$ cat src/rtl/riscv_base_divider_pkg.sv
// Shared constants for the RV32M iterative divider: instruction mask/match pairs and default width.
package riscv_base_divider_pkg;

    localparam int unsigned INST_W       = 32;
    localparam int unsigned DIV_BITS_DEF = 32;

    localparam logic [INST_W-1:0] INST_DIV       = 32'h0200_4033;
    localparam logic [INST_W-1:0] INST_DIV_MASK  = 32'hfe00_707f;
    localparam logic [INST_W-1:0] INST_DIVU      = 32'h0200_5033;
    localparam logic [INST_W-1:0] INST_DIVU_MASK = 32'hfe00_707f;
    localparam logic [INST_W-1:0] INST_REM       = 32'h0200_6033;
    localparam logic [INST_W-1:0] INST_REM_MASK  = 32'hfe00_707f;
    localparam logic [INST_W-1:0] INST_REMU      = 32'h0200_7033;
    localparam logic [INST_W-1:0] INST_REMU_MASK = 32'hfe00_707f;

endpackage

$ cat src/rtl/riscv_base_divider_if.sv
// Execute-stage opcode/operand inputs and writeback outputs of the divider.
interface riscv_base_divider_if
    import riscv_base_divider_pkg::*;
#(
    parameter int unsigned DIV_BITS = DIV_BITS_DEF
);
    logic                opcode_valid_i;
    logic [INST_W-1:0]   opcode_opcode_i;
    logic [DIV_BITS-1:0] opcode_ra_operand_i;
    logic [DIV_BITS-1:0] opcode_rb_operand_i;
    logic                flush_i;
    logic                busy_o;
    logic                writeback_valid_o;
    logic [DIV_BITS-1:0] writeback_value_o;

    modport master (
        output opcode_valid_i, opcode_opcode_i, opcode_ra_operand_i, opcode_rb_operand_i, flush_i,
        input  busy_o, writeback_valid_o, writeback_value_o
    );

    modport slave (
        input  opcode_valid_i, opcode_opcode_i, opcode_ra_operand_i, opcode_rb_operand_i, flush_i,
        output busy_o, writeback_valid_o, writeback_value_o
    );
endinterface

$ cat src/rtl/riscv_base_div_step.sv
// One combinational restoring-division step: shift in a dividend bit, trial-subtract the divisor.
module riscv_base_div_step #(
    parameter int unsigned DIV_BITS = 32
) (
    input  logic [DIV_BITS:0]   rem_i,
    input  logic [DIV_BITS-1:0] divisor_i,
    input  logic                bit_i,
    output logic [DIV_BITS:0]   rem_o,
    output logic                q_o
);
    logic [DIV_BITS+1:0] shifted;
    logic [DIV_BITS+1:0] diff;

    always_comb begin
        shifted = {rem_i, bit_i};
        diff    = shifted - {2'b00, divisor_i};
        q_o     = ~diff[DIV_BITS+1];
        rem_o   = q_o ? (DIV_BITS+1)'(diff) : (DIV_BITS+1)'(shifted);
    end
endmodule

$ cat src/rtl/riscv_base_divider.sv
// Iterative RV32M DIV/DIVU/REM/REMU unit, one quotient bit per cycle.
// Optional RISCV_DIV_EARLY_OUT_EN: skip iteration when b == 0 or |a| < |b|.
module riscv_base_divider
    import riscv_base_divider_pkg::*;
#(
    parameter int unsigned DIV_BITS = DIV_BITS_DEF
) (
    input  logic                clk_i,
    input  logic                rst_i,
    riscv_base_divider_if.slave bus
);
    localparam logic [1:0] ST_IDLE = 2'd0;
    localparam logic [1:0] ST_RUN  = 2'd1;
    localparam logic [1:0] ST_DONE = 2'd2;

    localparam int unsigned       CNT_W    = $clog2(DIV_BITS);
    localparam logic [CNT_W-1:0]  CNT_LAST = CNT_W'(DIV_BITS - 1);

    logic [1:0]          state_q, state_d;
    logic [CNT_W-1:0]    cnt_q, cnt_d;
    logic [DIV_BITS:0]   prem_q, prem_d;
    logic [DIV_BITS-1:0] dividend_q, dividend_d;
    logic [DIV_BITS-1:0] divisor_q, divisor_d;
    logic [DIV_BITS-1:0] result_q, result_d;
    logic                rem_q, rem_d;
    logic                qneg_q, qneg_d;
    logic                rneg_q, rneg_d;

    logic                is_signed, is_rem, accept;
    logic                sign_a, sign_b;
    logic [DIV_BITS-1:0] opa, opb, abs_a, abs_b;
    logic [DIV_BITS-1:0] quotient, remainder, final_val;
    logic [DIV_BITS:0]   step_rem;
    logic                step_bit;

    // Decode and operand magnitude preparation for the accept edge
    always_comb begin
        logic inst_div, inst_divu, inst_rem, inst_remu;
        inst_div  = (bus.opcode_opcode_i & INST_DIV_MASK)  == INST_DIV;
        inst_divu = (bus.opcode_opcode_i & INST_DIVU_MASK) == INST_DIVU;
        inst_rem  = (bus.opcode_opcode_i & INST_REM_MASK)  == INST_REM;
        inst_remu = (bus.opcode_opcode_i & INST_REMU_MASK) == INST_REMU;
        is_signed = inst_div | inst_rem;
        is_rem    = inst_rem | inst_remu;
        accept    = bus.opcode_valid_i && !bus.flush_i &&
                    (inst_div || inst_divu || inst_rem || inst_remu);
        opa       = bus.opcode_ra_operand_i;
        opb       = bus.opcode_rb_operand_i;
        sign_a    = is_signed & opa[DIV_BITS-1];
        sign_b    = is_signed & opb[DIV_BITS-1];
        abs_a     = sign_a ? (~opa + DIV_BITS'(1)) : opa;
        abs_b     = sign_b ? (~opb + DIV_BITS'(1)) : opb;
    end

    riscv_base_div_step #(.DIV_BITS(DIV_BITS)) u_step (
        .rem_i     (prem_q),
        .divisor_i (divisor_q),
        .bit_i     (dividend_q[DIV_BITS-1]),
        .rem_o     (step_rem),
        .q_o       (step_bit)
    );

    // Result of the final iteration, sign-corrected
    always_comb begin
        quotient  = {dividend_q[DIV_BITS-2:0], step_bit};
        remainder = step_rem[DIV_BITS-1:0];
        final_val = rem_q ? remainder : quotient;
        if (rem_q ? rneg_q : qneg_q) begin
            final_val = ~final_val + DIV_BITS'(1);
        end
    end

    // Next-state and datapath update
    always_comb begin
        state_d    = state_q;
        cnt_d      = cnt_q;
        prem_d     = prem_q;
        dividend_d = dividend_q;
        divisor_d  = divisor_q;
        rem_d      = rem_q;
        qneg_d     = qneg_q;
        rneg_d     = rneg_q;
        result_d   = result_q;

        if (bus.flush_i && (state_q != ST_IDLE)) begin
            state_d = ST_IDLE;
        end else if (state_q == ST_RUN) begin
            prem_d     = step_rem;
            dividend_d = {dividend_q[DIV_BITS-2:0], step_bit};
            cnt_d      = cnt_q + CNT_W'(1);
            if (cnt_q == CNT_LAST) begin
                state_d  = ST_DONE;
                cnt_d    = '0;
                result_d = final_val;
            end
        end else if (accept) begin
            state_d    = ST_RUN;
            cnt_d      = '0;
            prem_d     = '0;
            dividend_d = abs_a;
            divisor_d  = abs_b;
            rem_d      = is_rem;
            qneg_d     = (sign_a ^ sign_b) && (opb != '0);
            rneg_d     = sign_a;
`ifdef RISCV_DIV_EARLY_OUT_EN
            if ((opb == '0) || (abs_a < abs_b)) begin
                state_d  = ST_DONE;
                result_d = is_rem ? opa : ((opb == '0) ? {DIV_BITS{1'b1}} : '0);
            end
`endif
        end else begin
            state_d = ST_IDLE;
        end
    end

    always_ff @(posedge clk_i or posedge rst_i) begin
        if (rst_i) begin
            state_q    <= ST_IDLE;
            cnt_q      <= '0;
            prem_q     <= '0;
            dividend_q <= '0;
            divisor_q  <= '0;
            result_q   <= '0;
            rem_q      <= 1'b0;
            qneg_q     <= 1'b0;
            rneg_q     <= 1'b0;
        end else begin
            state_q    <= state_d;
            cnt_q      <= cnt_d;
            prem_q     <= prem_d;
            dividend_q <= dividend_d;
            divisor_q  <= divisor_d;
            result_q   <= result_d;
            rem_q      <= rem_d;
            qneg_q     <= qneg_d;
            rneg_q     <= rneg_d;
        end
    end

    assign bus.busy_o            = (state_q == ST_RUN);
    assign bus.writeback_valid_o = (state_q == ST_DONE);
    assign bus.writeback_value_o = result_q;
endmodule

$ cat src/flat_wrapper.sv
// flat-port wrapper written by rule: the top's interface ports become plain ports
module riscv_base_divider_flat import riscv_base_divider_pkg::*;
#(
    parameter int unsigned DIV_BITS = DIV_BITS_DEF
)
  (clk_i, rst_i, bus_opcode_valid_i, bus_opcode_opcode_i, bus_opcode_ra_operand_i, bus_opcode_rb_operand_i, bus_flush_i, bus_busy_o, bus_writeback_valid_o, bus_writeback_value_o);
  riscv_base_divider_if #(.DIV_BITS(DIV_BITS)) bus_i ();
  input  logic clk_i;
  input  logic rst_i;
  input wire logic [$bits(bus_i.opcode_valid_i)-1:0] bus_opcode_valid_i;
  input wire logic [$bits(bus_i.opcode_opcode_i)-1:0] bus_opcode_opcode_i;
  input wire logic [$bits(bus_i.opcode_ra_operand_i)-1:0] bus_opcode_ra_operand_i;
  input wire logic [$bits(bus_i.opcode_rb_operand_i)-1:0] bus_opcode_rb_operand_i;
  input wire logic [$bits(bus_i.flush_i)-1:0] bus_flush_i;
  output wire logic [$bits(bus_i.busy_o)-1:0] bus_busy_o;
  output wire logic [$bits(bus_i.writeback_valid_o)-1:0] bus_writeback_valid_o;
  output wire logic [$bits(bus_i.writeback_value_o)-1:0] bus_writeback_value_o;
  assign bus_i.opcode_valid_i = bus_opcode_valid_i;
  assign bus_i.opcode_opcode_i = bus_opcode_opcode_i;
  assign bus_i.opcode_ra_operand_i = bus_opcode_ra_operand_i;
  assign bus_i.opcode_rb_operand_i = bus_opcode_rb_operand_i;
  assign bus_i.flush_i = bus_flush_i;
  assign bus_busy_o = bus_i.busy_o;
  assign bus_writeback_valid_o = bus_i.writeback_valid_o;
  assign bus_writeback_value_o = bus_i.writeback_value_o;
  riscv_base_divider #(.DIV_BITS(DIV_BITS)) u_core (.clk_i(clk_i), .rst_i(rst_i), .bus(bus_i));
endmodule
$ cat config.mk
export PLATFORM = sky130hd
export DESIGN_NAME = riscv_base_divider_flat
export DESIGN_NICKNAME = d
export VERILOG_FILES = /design/src/rtl/riscv_base_divider_pkg.sv /design/src/rtl/riscv_base_divider_if.sv /design/src/rtl/riscv_base_div_step.sv /design/src/rtl/riscv_base_divider.sv /design/src/flat_wrapper.sv
export SDC_FILE = /design/constraint.sdc
export NUM_CORES = 1
export LEC_CHECK = 0
export ABC_AREA = 1
export BUFFER_PORTS_ARGS = -buffer_cell sky130_fd_sc_hd__buf_4
export CORE_MARGIN = 8
export CORE_UTILIZATION = 50
export DETAILED_ROUTE_END_ITERATION = 8
export HOLD_SLACK_MARGIN = 0.15
export PLACE_DENSITY = 0.78
export SYNTH_ARGS = -nofsm -noshare
export SYNTH_HDL_FRONTEND = slang
export SYNTH_HIERARCHICAL = 1
export SYNTH_SLANG_ARGS = --single-unit
$ cat constraint.sdc
create_clock -name clk_i -period 4.8 [get_ports clk_i]
set_input_delay 0.48 -clock clk_i [delete_from_list [all_inputs] [get_ports clk_i]]
set_output_delay 0.48 -clock clk_i [all_outputs]
set_load 0.01 [all_outputs]
== Word level (Yosys, flattened, before mapping) ==
Index checks and enable logic that the tools add are counted.

* Output and inout port bits: 34
* Flip-flop bits (word level): 139
* Input port bits: 100

* Muxes and demuxes: 17
* Reductions and logical operators: 14
* Bitwise operators: 11
* Eq/ne operators: 8
* $add $sub $neg: 5

{| class="wikitable"
|+ Operators with widths
! operator !! number
|-
| 32-bit two-way mux || 6
|-
| 33-bit two-way mux || 3
|-
| 32-bit by 1-bit adder with 32-bit output, second input constant || 3
|-
| 32-bit inverter || 3
|-
| 17-bit by 11-bit == test with 1-bit output, second input constant || 4
|-
| 34-bit by 32-bit subtractor with 34-bit output || 1
|-
| 32-bit nonzero test || 1
|-
| 5-bit two-way mux || 3
|-
| 2-bit two-way mux || 3
|-
| 3-bit AND reduction || 2
|-
| 5-bit by 1-bit adder with 5-bit output, second input constant || 1
|-
| 5-bit == test, second input constant || 1
|-
| 1-bit logical AND || 4
|-
| 2-bit nonzero test || 2
|-
| 1-bit logical OR || 3
|-
| 3-bit by 1-bit != test with 1-bit output, second input constant || 1
|-
| 1-bit inverter || 3
|-
| 1-bit bitwise AND || 2
|-
| 2-bit by 1-bit == test with 1-bit output, second input constant || 1
|-
| 2-bit == test, second input constant || 1
|-
| 1-bit two-way mux || 2
|-
| 1-bit bitwise OR || 2
|-
| 2-bit AND reduction || 1
|-
| 1-bit zero test || 1
|-
| 1-bit XOR || 1
|}

== Depth between registers and ports, before layout ==
Gate-level depths: netlist of the first run.

* Word-level depth: 8
* Gate-level depth with buffers: 29
* Gate-level depth less buffers: 28

== By module ==
The synthesis of the first run kept the hierarchy.

{| class="wikitable"
|+ By module, submodules not included
! module !! area each (sq um) !! instances !! cells each !! sequential area each (sq um)
|-
| riscv_base_divider || 9,829.4 || 1 || 1,578 || 3,478.3
|-
| riscv_base_div_step || 3,444.6 || 1 || 721 || 0.0
|}

== Worst setup path before layout of the first run ==
Ideal clock, no wire load.

* Kind: reg2reg
* Start point: register u_core.prem_q[7]
* End point: register u_core.result_q[20] (netlist: u_core/bus.writeback_value_o[20])
* Cell stages (with the launch flop): 29
* Path slack: 1.777 ns
* Setup time: 0.117 ns
* Clock period less this slack: 3.023 ns
* Arrival time: 2.906 ns
* Path through: dfrtp_1 > ha_1 > nand2_2 > inv_2 > nand2_1 > nand2_2 > inv_2 > nand3_2 > nand2_2 > nand2_2 > nand2_2 > nand2_2 > nand2_4 > buf_6 > nand3_1 > nand2_1 > nand2_1 > o21ai_1 > inv_1 > ha_1 > nand3_1 > inv_1 > nand3_1 > nand2_2 > buf_6 > nand2_1 > nand2_1 > nand3_1 > nand2_1

* Word-level cells in the longest chain between the ends: 6
* Elaborated cells between the ends (all ways): 7

{| class="wikitable"
|+ RTL lines
! what !! line !! RTL
|-
| start: declaration || riscv_base_divider.sv:21 || <nowiki>logic [DIV_BITS:0] prem_q, prem_d;</nowiki>
|-
| start signal: assignment || riscv_base_divider.sv:130 || <nowiki>prem_q <= prem_d;</nowiki>
|-
| 34-bit by 32-bit subtractor with 34-bit output || riscv_base_div_step.sv:16 || <nowiki>diff = shifted - {2'b00, divisor_i};</nowiki>
|-
| 33-bit two-way mux || riscv_base_div_step.sv:18 || <nowiki>rem_o = q_o ? (DIV_BITS+1)'(diff) : (DIV_BITS+1)'(shifted);</nowiki>
|-
| named net u_core.step_rem[0] || riscv_base_divider.sv:33 || <nowiki>logic [DIV_BITS:0] step_rem;</nowiki>
|-
| 32-bit two-way mux || riscv_base_divider.sv:67 || <nowiki>final_val = rem_q ? remainder : quotient;</nowiki>
|-
| 32-bit inverter || riscv_base_divider.sv:69 || <nowiki>final_val = ~final_val + DIV_BITS'(1);</nowiki>
|-
| 32-bit by 1-bit adder with 32-bit output || riscv_base_divider.sv:69 ||
|-
| 32-bit two-way mux || riscv_base_divider.sv:68 || <nowiki>if (rem_q ? rneg_q : qneg_q) begin</nowiki>
|-
| end signal: assignment || riscv_base_divider.sv:133 || <nowiki>result_q <= result_d;</nowiki>
|-
| end: declaration || riscv_base_divider.sv:24 || <nowiki>logic [DIV_BITS-1:0] result_q, result_d;</nowiki>
|}

The timed path passes the listed nets, and every way through them passes these cells.
A chain may end at the register's enable or synchronous reset.

== Worst setup path after layout of the first run ==
* Start point: register u_core.divisor_q[2]
* End point: register u_core.result_q[12] (netlist: u_core/bus.writeback_value_o[12])

* Word-level cells in the longest chain between the ends: 6
* Elaborated cells between the ends (all ways): 7

{| class="wikitable"
|+ RTL lines
! what !! line !! RTL
|-
| start: declaration || riscv_base_divider.sv:23 || <nowiki>logic [DIV_BITS-1:0] divisor_q, divisor_d;</nowiki>
|-
| start signal: assignment || riscv_base_divider.sv:132 || <nowiki>divisor_q <= divisor_d;</nowiki>
|-
| 34-bit by 32-bit subtractor with 34-bit output || riscv_base_div_step.sv:16 ||
|-
| 33-bit two-way mux || riscv_base_div_step.sv:18 ||
|-
| named net u_core.step_rem[0] || riscv_base_divider.sv:33 ||
|-
| 32-bit two-way mux || riscv_base_divider.sv:67 ||
|-
| 32-bit inverter || riscv_base_divider.sv:69 ||
|-
| 32-bit by 1-bit adder with 32-bit output || riscv_base_divider.sv:69 ||
|-
| 32-bit two-way mux || riscv_base_divider.sv:68 ||
|}

The timed path passes the listed nets, and every way through them passes these cells.

==> results of run 1 <==
[placed cells by master, fill, tap and decap left out, drive strengths merged, types with 2 or more instances in the layout]
cell type	netlist	layout
and2	12	12
a31oi	2	2
bufinv	0	3
clkinv	1	5
nand2	958	958
o21ai	68	68
xnor2	5	5
inv	331	337
o21bai	6	6
a21oi	69	69
ha	37	37
a22o	4	4
nor3	15	15
nand4	25	25
nand3b	8	8
buf	56	127
o211ai	2	2
clkbuf	10	18
dfrtp	139	139
nor2	248	248
or2	9	9
xor2	31	31
nand3	259	259
[metrics by stage]
step / total power (W) / cell area (um2) / std cells
after global placement: 0.00351 / 14200 / 2695
after CTS: 0.00495 / 14900 / 2727
after floorplan: 0.00292 / 13300 / 2299
after global routing: 0.00530 / 14900 / 2727
final: 0.00497 / 14900 / 2727
after detailed placement: 0.00354 / 14200 / 2695
[layer usage]
metal | track usage | share of wire
met1 | 0.367 | 0.45
met2 | 0.429 | 0.44
met3 | 0.0453 | 0.079
met4 | 0.0951 | 0.031
met5 | 0 | 0
[power groups by stage]
stage	sequential [W]	combinational [W]	clock [W]
floorplan	0.00137	0.00155	0
global placement	0.00139	0.00213	0
detailed placement	0.00139	0.00215	0
CTS	0.00137	0.00216	0.00141
global route	0.00138	0.00246	0.00146
finish	0.00137	0.00220	0.00140
[sequential cells by signal (all words and copies together) (netlist names)]
signal and count:
u_core/bus.writeback_value_o 32, u_core/cnt_q 5, u_core/dividend_q 32, u_core/divisor_q 32, u_core/prem_q 33, u_core/qneg_q 1
u_core/rem_q 1, u_core/rneg_q 1, u_core/state_q 2
[area by class of cell]
cell class	count	area, um2
Clock buffer	18	439
Clock inverter	14	183
Fill cell	2711	11200
Inverter	332	1260
Multi-Input combinational cell	1762	8110
Sequential cell	139	3480
Tap cell	335	419
Timing Repair Buffer	127	966
[cell families after synthesis]
logic type,count (synthesis),share of synthesized area
compound gates,153,0.0633
xor+xnor,36,0.0238
fa+ha+maj,38,0.0364
buf+inv,398,0.127
flops,139,0.262
simple gates,1535,0.487
[worst max-delay path: cells and delay by family (launching register included)]
| family | cells | cell delay, ns |
|---|---|---|
| AND/OR/NAND/NOR | 17 | 1.90 |
| AO/OA/AOI/OAI | 2 | 0.35 |
| flip-flops | 1 | 0.38 |
| XOR/XNOR | 1 | 0.23 |
| adder cells (fa/ha/maj) | 2 | 0.58 |
| buffers and inverters | 3 | 0.38 |
[worst min-delay path by stage]
stage	slack, ns	endpoint	cells past startpoint	from
floorplan	0.45	u_core/qneg_q	2	u_core/qneg_q
global placement	0.46	u_core/dividend_q[9]	2	u_core/dividend_q[9]
detailed placement	0.47	u_core/bus.writeback_value_o[22]	2	u_core/bus.writeback_value_o[22]
CTS	0.32	u_core/cnt_q[2]	2	rst_i
global route	0.34	u_core/state_q[0]	2	rst_i
finish	0.27	u_core/state_q[0]	2	rst_i
==> metrics.cfg, run 1 <==
[placement]
portBuffers = 118
dp_hpwl_um = 34600
pre_cts_ws_ns = 1.01
place.gp.congestion = 0.950

[cts]
numClockSinks = 139
cts_resized = 0
clk_latency_ns = 0.42
cts-root-buf = clkbuf_16
cts_tree = done
cts.path.max_buffers = 2
cts.htree.levels = 4
hold_buffers = 0
post_cts_buffers = 0
clkTransAtPathRegs_ns = 0.06
numCtsBuffers = 17

[die]
fp.dieH_um = 179
initial_core_util = 0.509
rows = 59
coreArea_um2 = 26100
die_w_um = 179
pin_count = 134
die_area_um2 = 32000

[synthesis]
synthDistinctLibCells = 42
synth_commonest_cells = nand2_1 (928), inv_1 (325), nand3_1 (251), nor2_1 (226), dfrtp_1 (139)
synth.largest_area_cell = nand2_1
ys_async_sr_fraction = 1.00
synthFlopType = dfrtp_1
synth_seq_cells = 139
synth_most_common_cell = nand2_1
synth_edf_count = 0
synth_area_leaders = nand2_1 (26%), dfrtp_1 (26%), nand3_1 (9.5%)
synthCells = 2299
synth_top_area_frac = 0.262
yosysWarnings = 6
syn_nets = 2437
synth_area_per_cell_um2 = 5.77
syn-cell-area_um2 = 13300
ys_seq_area_frac = 0.262

[global_route]
grt_max_degree = 103
grt_use_total = 0.271
overflow = 0
grt_pass1_wl_um = 68900
grt_pass1_vias = 13600
antenna_found_initial = 0

[critical_path]
reg2reg_to = u_core/bus.writeback_value_o[12]
cp-startpoint = u_core/divisor_q[2]
startpoint_type = register
cp_slowest_stage_delay_ns = 0.38
criticalPathCategory = reg -> reg
slowest_stage = dfrtp_1
rr_worst_depth = 25
cp_max_fo = 33
arrival_ns = 4.21
path_common_cell = nand2_1
required_ns = 5.13
ff2ff_setup_slack_ns = 0.92
endpoint = u_core/bus.writeback_value_o[12]
end_kind = register
r2r-start = u_core/divisor_q[2]

[timing]
setup_tns_ns = 0
fmax_mhz = 257
fin_crit_ns = 3.88
clock-skew-final_ns = 0.00971
hold_violations = 0
rsz0062_at_grt = false
fin_ws_ns = 0.916
relSlewSlack = 0.222
report.final.slew_viol_count = 0
max_slew.worst_pin.slew_ns = 1.17
timing.hold.ws_ns = 0.272
finalCritPeriodShare = 0.809
setup_viol = 0

[min_path]
hp-class = in -> async

[pwr]
leakagePower_nw = 8.42
p_sw_w = 0.00215
power_density_nw_per_um2 = 335
ir_drop_mv = 0.277
sw_frac_of_total = 0.432
p_int_w = 0.00282
clkPwrFrac = 0.282
power_frac_seq = 0.276
combinationalPowerShare = 0.442

[routing]
drt_first_iter_violations = 1483
routedWlPerCell_um = 15.9
drcViolationCount = 0
wl_um = 43300
via_per_inst = 5.31
num_vias = 14500
ant_nets = 0
drtPass1Iterations = 6

[run]
max_cap_viol_count = 0

[cells_and_area]
final_core_util = 0.570
antenna_cells = 0
syn2layout_area_growth_pct = 11.9
drive_gt1_frac = 0.102
nNetsFinal = 2517

[outcome]
run_status = completed

(Power assumes the default switching activity.)
==> run 2, diff against run 1 <==
Clock period 4.8 ns to 3.7 ns, I/O delays scaled along.
==> metrics.cfg, run 2 (synthesis gave the netlist of run 1 again) <==
[global_route]
antenna_found_initial = 0  ; unchanged
grt_pass1_vias = 13500  ; -1.0%
grt_pass1_wl_um = 69300  ; +0.58%
grt_max_degree = 89  ; -14%
grt_use_total = 0.272  ; +0.00133
overflow = 0  ; unchanged

[run]
max_cap_viol_count = 0  ; unchanged

[timing]
relSlewSlack = 0.412  ; +0.190
fmax_mhz = 284  ; +10%
clock-skew-final_ns = 0.00820  ; -0.00151 ns
setup_viol = 0  ; unchanged
finalCritPeriodShare = 0.953  ; +0.144
fin_crit_ns = 3.53  ; -0.357 ns
max_slew.worst_pin.slew_ns = 0.882  ; -0.284 ns
setup_tns_ns = 0  ; unchanged
hold_violations = 0  ; unchanged
report.final.slew_viol_count = 0  ; unchanged

[critical_path]
arrival_ns = 3.83  ; -0.38 ns
ff2ff_setup_slack_ns = 0.17  ; -0.74 ns
cp-startpoint = u_core/divisor_q[0]
startpoint_type = register
reg2reg_to = u_core/bus.writeback_value_o[21]
cp_max_fo = 5  ; -85%
end_kind = register
required_ns = 4.01  ; -1.12 ns
rr_worst_depth = 22  ; -12%
criticalPathCategory = reg -> reg
r2r-start = u_core/divisor_q[0]

[min_path]
hold_path_end = u_core/dividend_q[0]
holdPathStages = 3
holdCritStartpoint = bus_opcode_ra_operand_i[0]
hp-class = in -> reg

[pwr]
clkPwrFrac = 0.256  ; -0.026
power_density_nw_per_um2 = 421  ; +26%
p_int_w = 0.00362  ; +29%
p_sw_w = 0.00282  ; +31%
sw_frac_of_total = 0.437  ; +0.00488
power_frac_seq = 0.278  ; +0.002
combinationalPowerShare = 0.465  ; +0.023
leakagePower_nw = 8.53  ; +1.3%
ir_drop_mv = 0.349  ; +26%

[cts]
cts.path.max_buffers = 2  ; unchanged
numCtsBuffers = 17  ; unchanged
cts_tree = done
clkTransAtPathRegs_ns = 0.06  ; about the same
cts-root-buf = clkbuf_16
clk_latency_ns = 0.42  ; about the same
cts.htree.levels = 4  ; unchanged
numClockSinks = 139  ; unchanged

[placement]
place_area_um2 = 14400  ; +0.98%
dp_hpwl_um = 35300  ; +1.8%
portBuffers = 118  ; unchanged
place.gp.congestion = 0.975  ; +2.6%

[cells_and_area]
drive_gt1_frac = 0.123  ; +0.0213
nNetsFinal = 2541  ; +0.95%
syn2layout_area_growth_pct = 15.3
n_fill_cell = 2612  ; -3.7%
final_common_cell = nand2_1
final_cell_mix = nand2_1 (921), inv_1 (322), nand3_1 (249)
fin_area_um2 = 15300  ; +3.0%
antenna_cells = 0  ; unchanged
largest_reg_flops = 33  ; unchanged
regMostFlops = u_core/prem_q

[routing]
ant_nets = 0  ; unchanged
drcViolationCount = 0  ; unchanged
drt_first_iter_violations = 1396  ; -5.9%
routedWlPerCell_um = 16.0  ; +0.74%
wl_um = 44000  ; +1.6%
via_per_inst = 5.31  ; about the same
drtPass1Iterations = 6  ; unchanged
num_vias = 14600  ; +0.93%

[die]
die_w_um = 179  ; unchanged
rows = 59  ; unchanged
initial_core_util = 0.509  ; unchanged
pin_count = 134  ; unchanged
die_area_um2 = 32000  ; unchanged
fp.dieH_um = 179  ; unchanged
coreArea_um2 = 26100  ; unchanged

[outcome]
run_status = completed

## run 2: through the flow
| stage | hold slack (ns) | worst slack [ns] | cells | utilization | power [W] |
|---|---|---|---|---|---|
| 2_1_floorplan | 0.449 | 0.677 | 2299 | - | 0.00379 |
| 3_5_place_dp | 0.465 | 0.119 | 2712 | 0.551 | 0.00464 |
| 3_3_place_gp | 0.461 | 0.186 | 2712 | 0.551 | 0.00461 |
| 5_1_grt | 0.245 | -0.0308 | 2751 | 0.587 | 0.00689 |
| 6_report | 0.243 | 0.173 | 2751 | 0.587 | 0.00644 |
| 4_1_cts | 0.232 | 0.105 | 2745 | 0.573 | 0.00629 |
## run 2: repair_timing
item	CTS	global route
resized for setup	0	54
endpoints found under the setup margin	0	27
hold buffers	1	0
setup buffers	0	3
endpoints found under the hold margin	93	0
## run 2: worst max-delay path, cell delays in order, from the launching register on
cell,delay (ns)
dfrtp_1,0.42
ha_1,0.30
fa_1,0.46
inv_1,0.15
nand2_1,0.06
nand2_1,0.08
and2_1,0.23
nand2_1,0.08
nand2_1,0.13
xor2_1,0.26
nand3_1,0.12
nand2_1,0.15
nand2_1,0.08
nand2_2,0.14
nor2_1,0.07
nand2_1,0.11
nor2_1,0.05
nand2_1,0.09
nand2_2,0.12
nand2_1,0.10
nand2_1,0.05
nand3_1,0.11
nand2_1,0.06
## run 2: how the worst max path moves through the flow
| stage | endpoint | depth (start not counted) | slack (ns) |
|---|---|---|---|
| 2_1_floorplan | u_core/bus.writeback_value_o[20] | 28 | 0.68 |
| 3_3_place_gp | u_core/bus.writeback_value_o[21] | 22 | 0.19 |
| 3_5_place_dp | u_core/bus.writeback_value_o[12] | 21 | 0.12 |
| 4_1_cts | u_core/bus.writeback_value_o[12] | 21 | 0.11 |
| 5_1_grt | u_core/bus.writeback_value_o[31] | 24 | -0.03 |
| 6_report | u_core/bus.writeback_value_o[21] | 22 | 0.17 |
## run 2: power groups by stage
stage	Sequential, W	Combinational [W]	Clock [W]
after global routing	0.00180	0.00335	0.00173
final	0.00179	0.00300	0.00165
after global placement	0.00180	0.00281	0
after CTS	0.00178	0.00285	0.00167
after floorplan	0.00178	0.00201	0
after detailed placement	0.00180	0.00283	0
## run 2: final cells by class
cell class / instances / area [um2] / area share
Timing Repair Buffer: 149 / 1190 / 0.0775
Inverter: 332 / 1250 / 0.0820
Sequential cell: 139 / 3480 / 0.228
Tap cell: 335 / 419 / 0.0274
Multi-Input combinational cell: 1764 / 8390 / 0.549
Clock inverter: 11 / 111 / 0.00728
Clock buffer: 21 / 450 / 0.0294
## run 2: layer usage
metal	vias up	track usage	part of all wire	wire [um]
met5	-	0	0	0
met4	0	0.0989	0.034	1510
met3	94	0.0326	0.078	3440
met1	6613	0.381	0.46	20000
li1	7315	-	-	-
met2	591	0.424	0.43	19000
